[config.mk]
export PLATFORM = sky130hd
export DESIGN_NAME = pos_truth_sweeper
export DESIGN_NICKNAME = d
export VERILOG_FILES = /design/src/rtl/pos_truth_sweeper.sv
export SDC_FILE = /design/constraint.sdc
export NUM_CORES = 1
export LEC_CHECK = 0
export BUFFER_PORTS_ARGS = -buffer_cell sky130_fd_sc_hd__buf_2
export CAP_MARGIN = 5
export CORE_UTILIZATION = 55
export DETAILED_ROUTE_END_ITERATION = 10
export PLACE_DENSITY = 0.83
export SLEW_MARGIN = 40
export SYNTH_ARGS = -nofsm -noshare
export SYNTH_HDL_FRONTEND = slang
export SYNTH_SLANG_ARGS = --single-unit
[constraint.sdc]
create_clock -name clk -period 2.4 [get_ports clk]
set_input_delay 0.48 -clock clk [delete_from_list [all_inputs] [get_ports clk]]
set_output_delay 0.48 -clock clk [all_outputs]
set_load 0.01 [all_outputs]
[src/rtl/pos_truth_sweeper.sv]
// pos_truth_sweeper
//
// Sequential stimulus/checker stage for a 4-input PoS function block. The block
// inputs {A,B,C,D} are stepped through indices 0..15 in ascending order. Each
// vector is held for SETTLE_CYCLES cycles in SETTLE and one cycle in SAMPLE.
// The block output f_in is captured on the edge that leaves SAMPLE. The
// captured truth table is compared bit by bit against an expected table that is
// latched at start. The result is reported with a one-cycle done pulse.
//
// Ports
//   clk             single clock, rising edge
//   rst_n           asynchronous active-low reset
//   start           sweep request, accepted only while idle
//   exp_table[15:0] expected table, bit i = f for index i = {A,B,C,D}
//   f_in            output f of the PoS block under test
//   A, B, C, D      PoS block inputs (A is the MSB of the index)
//   busy            high while a vector is driven (SETTLE / SAMPLE)
//   done            one-cycle pulse in FINISH
//   pass            captured table matched the latched expected table
//   captured[15:0]  sampled truth table, same ordering as exp_table
//   err_count[4:0]  number of mismatching indices, 0..16
//   first_err[3:0]  lowest mismatching index
//   first_err_valid at least one mismatch was seen
//
// Every output is a flop. The FSM and all result state update in one register
// block, and the next state is computed combinationally.

module pos_truth_sweeper #(
    parameter int unsigned SETTLE_CYCLES = 1  // legal range 1..255
) (
    input  logic        clk,
    input  logic        rst_n,
    input  logic        start,
    input  logic [15:0] exp_table,
    input  logic        f_in,
    output logic        A,
    output logic        B,
    output logic        C,
    output logic        D,
    output logic        busy,
    output logic        done,
    output logic        pass,
    output logic [15:0] captured,
    output logic [4:0]  err_count,
    output logic [3:0]  first_err,
    output logic        first_err_valid
);

    typedef enum logic [1:0] {
        StIdle   = 2'd0,
        StSettle = 2'd1,
        StSample = 2'd2,
        StFinish = 2'd3
    } state_e;

    // Counter reload value. SETTLE runs for cnt+1 cycles, so load S-1.
    localparam logic [7:0] SettleLoad = 8'(SETTLE_CYCLES - 1);

    state_e      state_q, state_d;
    logic [3:0]  idx_q, idx_d;
    logic [7:0]  cnt_q, cnt_d;
    logic [15:0] exp_q, exp_d;

    // Registered outputs
    logic [3:0]  vec_q, vec_d;
    logic        busy_q, busy_d;
    logic        done_q, done_d;
    logic        pass_q, pass_d;
    logic [15:0] cap_q, cap_d;
    logic [4:0]  err_q, err_d;
    logic [3:0]  fe_q, fe_d;
    logic        fev_q, fev_d;

    logic        mismatch;

    always_comb begin
        state_d  = state_q;
        idx_d    = idx_q;
        cnt_d    = cnt_q;
        exp_d    = exp_q;
        done_d   = 1'b0;
        pass_d   = pass_q;
        cap_d    = cap_q;
        err_d    = err_q;
        fe_d     = fe_q;
        fev_d    = fev_q;
        mismatch = (f_in != exp_q[idx_q]);

        unique case (state_q)
            StIdle: begin
                if (start) begin
                    exp_d   = exp_table;
                    cap_d   = 16'h0000;
                    err_d   = 5'd0;
                    fe_d    = 4'd0;
                    fev_d   = 1'b0;
                    pass_d  = 1'b0;
                    idx_d   = 4'd0;
                    cnt_d   = SettleLoad;
                    state_d = StSettle;
                end
            end

            StSettle: begin
                if (cnt_q != 8'd0) begin
                    cnt_d = cnt_q - 8'd1;
                end else begin
                    state_d = StSample;
                end
            end

            StSample: begin
                cap_d[idx_q] = f_in;
                if (mismatch) begin
                    err_d = err_q + 5'd1;
                    if (!fev_q) begin
                        fe_d  = idx_q;
                        fev_d = 1'b1;
                    end
                end
                if (idx_q == 4'd15) begin
                    // pass and done are registered on entry to FINISH. They use
                    // the count that already includes this last sample.
                    state_d = StFinish;
                    done_d  = 1'b1;
                    pass_d  = (err_d == 5'd0);
                end else begin
                    idx_d   = idx_q + 4'd1;
                    cnt_d   = SettleLoad;
                    state_d = StSettle;
                end
            end

            StFinish: begin
                state_d = StIdle;
            end

            default: begin
                state_d = StIdle;
            end
        endcase

        // The vector and busy outputs follow the state being entered. This keeps
        // them registered and still aligned with the SETTLE/SAMPLE cycles.
        busy_d = (state_d == StSettle) || (state_d == StSample);
        vec_d  = busy_d ? idx_d : 4'd0;
    end

    always_ff @(posedge clk or negedge rst_n) begin
        if (!rst_n) begin
            state_q <= StIdle;
            idx_q   <= 4'd0;
            cnt_q   <= 8'd0;
            exp_q   <= 16'h0000;
            vec_q   <= 4'd0;
            busy_q  <= 1'b0;
            done_q  <= 1'b0;
            pass_q  <= 1'b0;
            cap_q   <= 16'h0000;
            err_q   <= 5'd0;
            fe_q    <= 4'd0;
            fev_q   <= 1'b0;
        end else begin
            state_q <= state_d;
            idx_q   <= idx_d;
            cnt_q   <= cnt_d;
            exp_q   <= exp_d;
            vec_q   <= vec_d;
            busy_q  <= busy_d;
            done_q  <= done_d;
            pass_q  <= pass_d;
            cap_q   <= cap_d;
            err_q   <= err_d;
            fe_q    <= fe_d;
            fev_q   <= fev_d;
        end
    end

    assign A               = vec_q[3];
    assign B               = vec_q[2];
    assign C               = vec_q[1];
    assign D               = vec_q[0];
    assign busy            = busy_q;
    assign done            = done_q;
    assign pass            = pass_q;
    assign captured        = cap_q;
    assign err_count       = err_q;
    assign first_err       = fe_q;
    assign first_err_valid = fev_q;

endmodule

==> impl.org <==
** Synth
- Post-synth EDFFs :: 0
- Most numerous cell types in the synthesized netlist :: dfrtp_1 (63), nand2_1 (45), nor2_1 (22), mux2_2 (17), nand4_1 (15)
- Post-Syn Nets :: 318
- Unique masters post-synth :: 45
- Yosys warning count :: 0
- Share of flip-flops with an asynchronous set or reset :: 1.00
- Post-Syn Area per Cell :: 10.6 um^2
- Ranked by total cell area, the synthesized netlist is headed by dfrtp_1 (51%), mux2_2 (6.2%), nand2_1 (5.5%).
- The largest total area in the synthesized netlist belongs to dfrtp_1.
- Predominant post-synthesis flop cell :: dfrtp_1
- After technology mapping, the gate count stands at 291.
- After synthesis the netlist holds a flip-flop and latch count of 63.
- Register area share after synthesis :: 0.511
- The share of synthesized area in the top cell type comes to 0.511.
- Post-synthesis instance area :: 3080 um^2
- Most instantiated library cell after synthesis :: dfrtp_1

** GRT
- Wire length of the first global-routing pass :: 11500 um
- Vias in the first global route :: 2457
- The initial antenna violation count came to 0.
- After global routing the overflow that remains totals 0.
- Largest net degree at the start of global routing :: 25
- Global routing usage summed across all routing layers :: 0.256

** Clocking
- Root cell of the clock tree :: clkbuf_8
- Number of buffers created by CTS :: 9
- Hold buffers post-CTS :: 0
- The tree built by TritonCTS fans out to 63 sinks.
- Clock Pin Slew Worst Setup and Hold Paths :: 70 ps
- Clock Path Buffers :: 2
- Clock tree from TritonCTS :: done
- CTS built an H-tree with a depth of 3.
- At the later pin of the worst-skew pair, clock insertion delay measures 340 ps.

** STA
- Final clock skew :: 5.74 ps
- For this run, the top clock speed supported by timing is 456 MHz.
- The worst pin sits at a relative slew slack of 0.669.
- For the pin with the worst max-slew slack, the measured transition is 493 ps.
- Number of setup violations in the final report :: 0
- Number of slew-limit violations in the final report :: 0
- Ratio of final minimum period to clock period :: 0.915
- Setup TNS after final layout :: 0 ps
- Setup repair after global routing missed its margin :: no
- Clock period minus worst slack :: 2190 ps
- The final count of hold timing violations is 0.

** Outcome
- Outcome :: finished, final reports clean

** Routing
- Detailed routing inserted a total of 2379 vias.
- In the final routing, the length of wire on met1 measures 3040 um.
- The count of nets left with antenna violations once routing finished came out at 0.
- The first detailed-routing pass took 4 iterations.
- Total Wirelength :: 6640 um
- Dividing the detail-routed wire length by the instance count gives 15.7 um.
- For this block, the initial DRC count from the detailed router was 115.
- Routed signal wires occupy layers up through met4.
- The routed design uses 267 um of met3 wire.
- Average vias per placed instance :: 5.64
- Number of design rule violations left after detail routing :: 0
- Wire segments on met2 add up to 3210 um in the final route.

** Layout
- At the end of the flow, the number of nets in the layout was 375.
- Relative to the synthesized area, the layout overhead comes to 16.9%.
- Number of diodes added for antenna fixing :: 0
- Fraction of final layout cells with drive strength greater than 1 :: 0.287
- The count of cells in the finished layout, fillers not included, comes to 422.

** Power
- VDD IR max :: 678 uV
- Areal power density over the cells :: 972 nW/um^2
- Leakage power summed over all cells :: 1.84 nW

** Setup path
- The critical path contains buffers and inverters numbering 0 combined.
- Crit path capture type :: register
- Data arrival, critical path :: 2420 ps
- At the worst endpoint, the required time is 2620 ps.
- The worst setup path is launched from a register.
- Crit path largest cell delay :: 570 ps
- The critical path goes through mux4_2 > mux2i_4 > mux2i_1 > a211oi_1 > a41oi_1 > o31ai_2.
- Among cell families on the critical path, the largest total delay comes from multiplexers.
- Critical path class :: reg -> reg
- In this run the worst path has a maximum fanout of 10.
- Critical-path cell with the highest stage delay :: mux4_2

** Die
- Ports placed on the boundary :: 53
- Floorplan die area :: 5910 um^2
- Overall die width :: 76.9 um
- The initial utilization of the core area, before any placement, comes to 0.589.
- The core region is 5240 um^2.
- The floorplan step set the die height to 76.9 um.
- Row cnt :: 26

** Flow run
- Across the run, the number of max-cap violations was 0.

** Worst hold path
- Path category of the worst min-delay check :: in -> async

** Placed design
- Dpl hpwl :: 4810 um
- At the end of routability-driven placement, the weighted congestion stood at 0.829.
- During placement, the flow inserted port buffers numbering 52.
- Number of placed instances, taps included :: 407
## path summary, 6_finish.rpt
| path | startpoint | to | slack, ps | cells after the start |
|---|---|---|---|---|
| worst max-delay path | idx_q[0] | pass | 210 | 6 |
| max in group asynchronous | rst_n | cnt_q[1] | 1670 | 2 |
| min in group clk | exp_table[0] | exp_q[0] | 370 | 2 |
| worst max register to register | idx_q[0] | pass | 210 | 6 |
| worst min-delay path | rst_n | captured[14] | 70 | 1 |
| worst min register to register | exp_q[7] | exp_q[7] | 500 | 1 |
## sequential cells by signal (all words and copies together) (netlist names)
register / flops
cnt_q: 8
err_count: 5
idx_q: 4
done: 1
captured: 16
first_err: 4
busy: 1
state_q: 2
pass: 1
first_err_valid: 1
vec_q: 4
exp_q: 16
## worst reg2reg max path, stage by stage (launching register included)
cell	delay [ps]
dfrtp_2	500
mux4_2	580
mux2i_4	180
mux2i_1	370
a211oi_1	140
a41oi_1	230
o31ai_2	90
## where the power goes
part           switching [mW]  total [mW]  internal, mW
clock network           0.377       0.833         0.456
logic                   0.594        1.15         0.552
registers               0.203        1.52          1.32
total                    1.18        3.50          2.33
## cell families (layout without fill, tap and decap cells)
group,count (synthesis),after routing,share of synthesized area
AOI/OAI and AO/OA,40,40,0.0901
xor gates and xnor gates,5,5,0.0166
adders and majority gates,7,7,0.0284
buffers and inverters,24,85,0.0321
DFF,63,63,0.511
muxes,32,32,0.135
and+or+nand+nor,120,120,0.186
## metal layers
layer,vias up,track usage
met4,0,0.123
met5,-,0
met3,9,0.0595
met2,66,0.398
met1,1153,0.338
li1,1151,-
## per-stage QoR
step / hold slack (ps) / power, mW / util / cell area (um^2) / setup slack [ps]
floorplan: 184 / 2.38 / - / 3080 / 336
CTS: 78.7 / 3.52 / 0.688 / 3600 / 91.7
detailed placement: 443 / 2.68 / 0.654 / 3430 / 96.5
finish: 71.7 / 3.50 / 0.688 / 3600 / 205
global placement: 439 / 2.63 / 0.654 / 3430 / 178
global route: 102 / 3.74 / 0.688 / 3600 / 108
## cell usage in the layout, fill, tap and decap left out, drive strengths merged, types with 5 or more instances in the layout
master,netlist,routed
o211ai,11,11
o21ai,6,6
nand3,14,14
and2,7,7
nor2,22,22
dfrtp,63,63
clkbuf,11,15
mux2i,11,11
ha,7,7
xor2,5,5
mux2,17,17
nand4,15,15
buf,2,59
a21oi,7,7
inv,11,11
nand2,45,45
## final cells by class
type	instances	area [um^2]
timing repair buffer	59	313
fill	403	1630
clock buffer	15	176
inverter	11	41.3
tap	70	87.6
sequential	63	1580
multi-input combinational	204	1410
## timing repair
action	CTS	global route
setup endpoints to repair	0	6
gates resized for setup	0	1
setup buffers	0	0
Power figures use the tool's default switching activity.
